==> src/rtl/mem_port_arbiter.sv <==
// Round-robin arbiter that multiplexes NUM_CH requesters onto one tagged memory port
// and routes tagged load responses back to the channel that issued them.
module mem_port_arbiter #(
   parameter int NUM_CH  = 4,
   parameter int ADDR_W  = 32,
   parameter int DATA_W  = 64,
   parameter int TAG_W   = 4,
   parameter int MAX_OUT = 4
) (
   input  logic                     clk,
   input  logic                     rst,
   input  logic [NUM_CH-1:0]        req_valid,
   input  logic [2*NUM_CH-1:0]      req_cmd,
   input  logic [ADDR_W*NUM_CH-1:0] req_addr,
   input  logic [DATA_W*NUM_CH-1:0] req_data,
   output logic [NUM_CH-1:0]        req_ready,
   output logic [NUM_CH-1:0]        rsp_valid,
   output logic [DATA_W-1:0]        rsp_data,
   output logic [1:0]               proc2mem_command,
   output logic [ADDR_W-1:0]        proc2mem_addr,
   output logic [DATA_W-1:0]        proc2mem_data,
   input  logic [TAG_W-1:0]         mem2proc_transaction_tag,
   input  logic [DATA_W-1:0]        mem2proc_data,
   input  logic [TAG_W-1:0]         mem2proc_data_tag,
   output logic                     idle,
   output logic                     err
);

   localparam int CH_W  = $clog2(NUM_CH);
   localparam int CNT_W = $clog2(MAX_OUT + 1);
   localparam int TBL   = 1 << TAG_W;

   localparam logic [1:0] CMD_NONE  = 2'd0;
   localparam logic [1:0] CMD_LOAD  = 2'd1;
   localparam logic [1:0] CMD_STORE = 2'd2;

   logic [CH_W-1:0]   rr_ptr;
   logic [CNT_W-1:0]  out_cnt [NUM_CH];
   logic              tbl_valid [TBL];
   logic [CH_W-1:0]   tbl_owner [TBL];

   logic [NUM_CH-1:0] elig;
   logic              found;
   logic              grant;
   logic [CH_W-1:0]   winner;
   logic [CH_W-1:0]   next_ptr;
   logic [1:0]        win_cmd;
   logic              accept;
   logic              accept_load;
   logic              rsp_hit;
   logic              unknown_tag;
   logic              reuse_err;
   logic [NUM_CH-1:0] rsp_onehot;
   logic [NUM_CH-1:0] cnt_inc;
   logic              cnt_zero;

   always_comb begin
      elig = '0;
      for (int unsigned i = 0; i < NUM_CH; i++) begin
         case (req_cmd[2*i +: 2])
            CMD_LOAD:  elig[i] = req_valid[i] && (out_cnt[i] < CNT_W'(MAX_OUT));
            CMD_STORE: elig[i] = req_valid[i];
            default:   elig[i] = 1'b0;
         endcase
      end
   end

   // First eligible channel at or after rr_ptr, wrapping.
   always_comb begin
      logic [CH_W-1:0] idx;
      found  = 1'b0;
      winner = '0;
      idx    = '0;
      for (int unsigned k = 0; k < NUM_CH; k++) begin
         idx = CH_W'((32'(rr_ptr) + k) % NUM_CH);
         if (!found && elig[idx]) begin
            found  = 1'b1;
            winner = idx;
         end
      end
   end

   always_comb begin
      grant            = found && !rst;
      win_cmd          = req_cmd[2*winner +: 2];
      proc2mem_command = grant ? win_cmd : CMD_NONE;
      proc2mem_addr    = grant ? req_addr[ADDR_W*winner +: ADDR_W] : '0;
      proc2mem_data    = grant ? req_data[DATA_W*winner +: DATA_W] : '0;
      accept           = grant && (mem2proc_transaction_tag != '0);
      accept_load      = accept && (win_cmd == CMD_LOAD);
      req_ready        = accept ? (NUM_CH'(1) << winner) : '0;
      next_ptr         = (winner == CH_W'(NUM_CH - 1)) ? '0 : winner + 1'b1;
   end

   always_comb begin
      rsp_hit     = (mem2proc_data_tag != '0) && tbl_valid[mem2proc_data_tag];
      unknown_tag = (mem2proc_data_tag != '0) && !tbl_valid[mem2proc_data_tag];
      // A same-cycle response on the accepted tag frees it first, so that case is legal reuse.
      reuse_err   = accept_load && tbl_valid[mem2proc_transaction_tag] &&
                    !(rsp_hit && (mem2proc_data_tag == mem2proc_transaction_tag));
      rsp_onehot  = '0;
      cnt_inc     = '0;
      cnt_zero    = 1'b1;
      for (int unsigned i = 0; i < NUM_CH; i++) begin
         rsp_onehot[i] = rsp_hit && (tbl_owner[mem2proc_data_tag] == CH_W'(i));
         cnt_inc[i]    = accept_load && (winner == CH_W'(i));
         if (out_cnt[i] != '0) cnt_zero = 1'b0;
      end
      idle = (elig == '0) && cnt_zero && (rsp_valid == '0);
   end

   always_ff @(posedge clk or posedge rst) begin
      if (rst) begin
         rr_ptr    <= '0;
         rsp_valid <= '0;
         rsp_data  <= '0;
         err       <= 1'b0;
         for (int unsigned i = 0; i < NUM_CH; i++) out_cnt[i] <= '0;
         for (int unsigned t = 0; t < TBL; t++) begin
            tbl_valid[t] <= 1'b0;
            tbl_owner[t] <= '0;
         end
      end else begin
         if (accept) rr_ptr <= next_ptr;
         // Free before allocate: a same-tag accept must win over the response clear.
         if (rsp_hit) tbl_valid[mem2proc_data_tag] <= 1'b0;
         if (accept_load) begin
            tbl_valid[mem2proc_transaction_tag] <= 1'b1;
            tbl_owner[mem2proc_transaction_tag] <= winner;
         end
         rsp_valid <= rsp_onehot;
         if (rsp_hit) rsp_data <= mem2proc_data;
         if (unknown_tag || reuse_err) err <= 1'b1;
         for (int unsigned i = 0; i < NUM_CH; i++) begin
            if (cnt_inc[i] && !rsp_onehot[i])      out_cnt[i] <= out_cnt[i] + CNT_W'(1);
            else if (rsp_onehot[i] && !cnt_inc[i]) out_cnt[i] <= out_cnt[i] - CNT_W'(1);
         end
      end
   end

endmodule

==> config.mk <==
export PLATFORM = sky130hd
export DESIGN_NAME = mem_port_arbiter
export DESIGN_NICKNAME = d
export VERILOG_FILES = /design/src/rtl/mem_port_arbiter.sv
export SDC_FILE = /design/constraint.sdc
export NUM_CORES = 1
export LEC_CHECK = 0
export ABC_CLOCK_PERIOD_IN_PS = 13100
export CAP_MARGIN = 20
export CORE_AREA = 2 2 246 248
export CTS_CLUSTER_SIZE = 40
export DETAILED_ROUTE_END_ITERATION = 10
export DIE_AREA = 0 0 248 250
export GPL_TIMING_DRIVEN = 0
export PLACE_DENSITY = 0.54
export SETUP_SLACK_MARGIN = 0.1
export SYNTH_ARGS = -nofsm -noshare
export SYNTH_HDL_FRONTEND = slang
export SYNTH_SLANG_ARGS = --single-unit
==> constraint.sdc <==
create_clock -name clk -period 13.1 [get_ports clk]
set_clock_uncertainty 0.05 [all_clocks]
set_input_delay 1.31 -clock clk [delete_from_list [all_inputs] [get_ports clk]]
set_output_delay 1.31 -clock clk [all_outputs]
set_load 0.02 [all_outputs]
After elaboration in Yosys (flattened, before gate mapping)
Index checks and enable logic that the tools add are counted.
Widths: inputs -> output; s select.

cells by class
  bitwise operators = 5
  magnitude comparators = 12
  multipliers = 0
  shift-type cells = 4
  $add $sub $neg = 12
  reductions and logical operators = 64
  eq/ne operators = 16
  muxes and demuxes = 55
  divide/modulo/power cells = 0

operator list
  kind                 number
  $shiftx 256x9->64    1
  $shiftx 128x8->32    1
  $mux 64              1
  $logic_and 1x1->1    35
  $bwmux 32            1
  $mux 16              2
  $mux 32              1
  $mux 3               8
  $mux 1               18
  $mux 2               9
  $and 16x16->16       1
  $eq 2x2->1 const B   8
  $not 16->16          1
  $or 16x16->16        1
  $eq 2x1->1 const B   7
  $logic_not 1->1      14
  $add 3x1->3 const B  4
  $lt 2x3->1 const B   4
  $lt 3x3->1 const B   4
  $reduce_bool 3->1    4
  $sub 3x1->3 const B  4
  $ge 5x5->1 const B   2
  $lt 5x1->1 const B   2
  $not 4->5            2
  17 further kinds     33

word-level totals
  bits of input ports = 470
  word-level logic and storage cells = 208
  output and inout port bits = 172
  flip-flop bits (word level) = 131
  latch bits = 0
  bits in writable memories = 0
  memories = 0
  bits in read-only memories = 0

Longest topological paths before layout
  word-level depth = 23
  depth in mapped cells = 19
  mapped depth without buffers = 16

Worst setup path before layout
No wires, ideal clock.

  kind = input-to-output
  start point = input rst
  end point = output proc2mem_command[0]
  required time = 11.740 ns
  slack = 6.800 ns
  data arrival time = 4.940 ns
  cell stages on the path = 3
  path through = inv_1 > o2111a_2 > buf_6

on the way
  longest elaborated chain between the ends = 3

RTL lines
  what                       RTL line  RTL
  start: declaration         11        input logic rst,
  $logic_not 1->1 (no line)  n/a
  $logic_and 1x1->1          84        grant = found && !rst;
  $mux 2                     86        proc2mem_command = grant ? win_cmd : CMD_NONE;
  end: declaration           19        output logic [1:0] proc2mem_command,

No other way between the ends.

Final worst setup path
  start point = input req_cmd[0]
  end point = output proc2mem_data[4]

on the way
  longest elaborated chain between the ends = 16
  elaborated cells between the ends (all ways) = 28
  classes of those cells = eq/ne (2); shift (1); mux (18); reduce/logical (7)

RTL lines
  what                                                           RTL line  RTL
  start: declaration                                             13        input logic [2*NUM_CH-1:0] req_cmd,
  $eq 2x2->1 / $eq 2x1->1 (equally long branches)                60        case (req_cmd[2*i +: 2])
  $pmux 1 s2 (*)                                                 60
  $bmux 1 s2                                                     76        if (!found && elig[idx]) begin
  $mux 1 (not written as such)                                   76
  $mux 1                                                         76
  $logic_not 1->1                                                76
  $logic_and 1x1->1                                              76
  $mux 1                                                         76
  $logic_not 1->1                                                76
  $logic_and 1x1->1                                              76
  $mux 1                                                         76
  $logic_not 1->1                                                76
  $logic_and 1x1->1                                              76
  $mux 2 / $mux 1 (equally long branches)                        76
  $shiftx 256x9->64 / $logic_and 1x1->1 (equally long branches)  88, 84
  $mux 64 (*)                                                    88        proc2mem_data = grant ? req_data[DATA_W*winner +: DATA_W] : '0;
  end: declaration                                               21        output logic [DATA_W-1:0] proc2mem_data,

Every way passes the cells marked *; elsewhere a longest branch is shown, timed or not. The select of a mux whose other input is x is not followed.

==> impl_metrics.json <==
{
  "yosys_warnings": 0,
  "num_vias": 11370,
  "synth_flop_cell": "dfrtp_1",
  "coreArea_um2": 59570,
  "synth_top_area_cell": "dfrtp_1",
  "placed_cells": 2539,
  "leakage_nw": 7.595,
  "slew_viol_final": 0,
  "critPathMaxFanout": 10,
  "grt_pass1_vias": 11970,
  "synth.avg_cell_area_um2": 8.669,
  "hold_ws_ps": 403.0,
  "syn_to_final_growth_pct": 82.42,
  "clockBufferDepth": 2,
  "synth.net_count": 1609,
  "layout-drive-gt1-share_pct": 11.24,
  "endpoint_kind": "primary output",
  "die_h_um": 250,
  "cts_tree": "done",
  "grtUsageTotal_pct": 18.76,
  "gp_congestion": 1.021,
  "yosysTopAreaCellShare_pct": 33.79,
  "synth.distinct_cells": 53,
  "die_width_um": 248,
  "fin_nets": 2266,
  "insertion_delay_ps": 420,
  "cp.required_ps": 11740,
  "whs_path_depth": 1,
  "htree_levels": 4,
  "cts_hold_buffers": 0,
  "crit_path_cell_trace": "clkdlybuf4s50_1, inv_1, ha_1, nor2b_1, o211ai_1, nand2_1, a311o_1, buf_6, buf_2, clkbuf_1, buf_8, clkbuf_1, nand2_1, a311oi_1, clkdlybuf4s50_1",
  "power.total_mw": 2.130,
  "ys_async_sr_fraction_pct": 100.0,
  "hp-class": "register to register",
  "fillers": 6376,
  "syn_area_um2": 9701,
  "drv.max_cap_violation_count": 0,
  "antenna_found_initial": 7,
  "setup-violations-final": 0,
  "ctsResizeCount": 0,
  "portBuffers": 635,
  "worstSetupPathType": "primary input to primary output",
  "grt_pass1_wl_um": 84380,
  "tightestPinTransition_ps": 974.9,
  "firstDrtPassIters": 5,
  "worst_ir_drop_vdd_mv": 0.09964,
  "final.min_clock_period_ps": 7490,
  "fp-row-count": 90,
  "cp.arrival_ps": 6130,
  "dpl.hpwl_um": 50840,
  "postCtsSetupBuffers": 0,
  "clk_pin_slew_ps": 60,
  "ys_seq_area_share_pct": 33.79,
  "finalNonFillerCells": 2573,
  "avgRoutedWirePerCell_um": 23.52,
  "overflow": 0,
  "cp_slowest_stage_delay_ps": 760,
  "critPathSlowestCell": "clkdlybuf4s50_1",
  "synthCells": 1119,
  "max_clock_freq_ghz": 0.1335,
  "slew_headroom_pct": 35.00,
  "min_period_over_period_pct": 57.17,
  "fin_tns_setup_ps": 0,
  "cts_buffers": 17,
  "die_area_um2": 62000,
  "postRouteAntennaNets": 0,
  "regArea_um2": 3278,
  "synth-edff-count": 0,
  "ioPinCount": 642,
  "vias_per_cell": 4.417,
  "rr_worst_depth": 17,
  "ys_ff_latch": 131,
  "critPathLaunchType": "primary input",
  "drt_iter0_markers": 614,
  "finalHoldViolations": 0,
  "drcViolationCount": 0,
  "synth.top_cells.by_area": "dfrtp_1 (34%), nand2_1 (16%), a311oi_1 (8.8%), mux2_2 (8.6%), and3_1 (6.2%)",
  "multi_input_area_um2": 5887,
  "clock_sinks": 131,
  "cts-root-buf": "clkbuf_16",
  "power.density_nw_per_um2": 120.3,
  "grt_max_degree": 72,
  "r2r_slack_ps": 8720,
  "wl_um": 60510,
  "grt_setup_unrepaired": "no",
  "start_util_pct": 16.28,
  "status": "finished clean"
}
## cell families after synthesis
logic type / count (synthesis) / synth area share, %
flip-flops: 131 / 33.79
AND/OR/NAND/NOR: 571 / 27.42
buffers and inverters: 119 / 5.521
AO/OA/AOI/OAI: 141 / 11.78
XOR/XNOR: 16 / 1.445
multiplexers: 121 / 17.15
adder cells (fa/ha/maj): 20 / 2.889
## cells in the mapped netlist, types with 2 or more instances
cell type	instances
buf_6	2
xnor2_1	6
nor2b_1	13
ha_1	16
a311oi_1	97
inv_1	19
xor2_1	10
o311ai_0	3
nor4_1	5
o211ai_1	3
or2_2	2
clkbuf_1	59
buf_2	27
nor2_1	10
mux4_2	20
fa_1	4
nand4_4	9
mux2i_1	2
nand4_1	3
mux2_2	74
o21ai_1	4
buf_1	5
buf_4	5
and3_1	96
and2_1	11
mux2_1	6
o21ai_0	19
nand2_1	409
nand3_1	5
mux2_4	18
dfrtp_1	131
nand2b_1	5
## metal layers
metal  vias to the layer above  global-route usage, %  share of wire [%]
li1                       5266                      -                  -
met1                      5545                  23.34                 42
met2                       485                  33.37                 50
met3                        65                  3.861                6.3
met4                         4                  3.251                1.4
met5                         -                      0              0.038
## registers in the layout, summed over array words and instances, names as in the netlist
| name | flops |
|---|---|
| err | 1 |
| tbl_valid | 16 |
| rsp_data | 64 |
| tbl_owner | 32 |
| rr_ptr | 2 |
| rsp_valid | 4 |
| out_cnt | 12 |
## through the flow
| step | util (%) | setup slack, ps | instance area [um^2] |
|---|---|---|---|
| floorplan | - | 6800 | 9701 |
| global placement | 28.60 | 4336 | 17040 |
| detailed placement | 28.70 | 5593 | 17100 |
| CTS | 29.70 | 5573 | 17690 |
| global route | 29.70 | 5295 | 17690 |
| finish | 29.71 | 5610 | 17700 |
## final timing paths
path,start,to
worst max-delay path,req_cmd[0],proc2mem_data[4]
worst min-delay path,tbl_owner[31],tbl_owner[31]
worst max register to register,out_cnt[11],out_cnt[5]
worst min register to register,tbl_owner[31],tbl_owner[31]
max in group asynchronous,rst,tbl_valid[15]
min in group asynchronous,rst,out_cnt[8]
## critical path, delay by kind of cell
family                   cells  cell delay, ps
buffers and inverters        8            2980
AND/OR/NAND/NOR              3             410
AO/OA/AOI/OAI                3            1120
adder cells (fa/ha/maj)      1             280
## where the power goes
group / total, mW / internal, mW / switching [mW] / leakage [nW]
logic: 1.06 / 0.521 / 0.535 / 5.61
registers: 0.600 / 0.526 / 0.0738 / 1.69
clock network: 0.474 / 0.271 / 0.202 / 0.291
## final cells by class
cell class / count / area share (%)
clock buffer: 17 / 2.404
buffer: 99 / 2.574
multi-input combinational: 869 / 33.27
inverter: 20 / 0.4808
clock inverter: 15 / 0.9475
tap: 782 / 5.529
sequential: 131 / 18.53
antenna: 2 / 0.02828
timing repair buffer: 638 / 36.24
## layout by cell type, fill, tap and decap left out, drive strengths merged, types with 6 or more instances in the layout
cell type / count
xnor2: 6
nor2b: 13
buf: 43
and3: 96
a311oi: 97
nand4: 13
nor2: 10
xor2: 10
and2: 11
mux2: 98
mux4: 20
clkbuf: 76
o21ai: 23
dfrtp: 131
clkdlybuf4s50: 635
nand2: 409
ha: 16
inv: 28
Power figures use the tool's default switching activity.
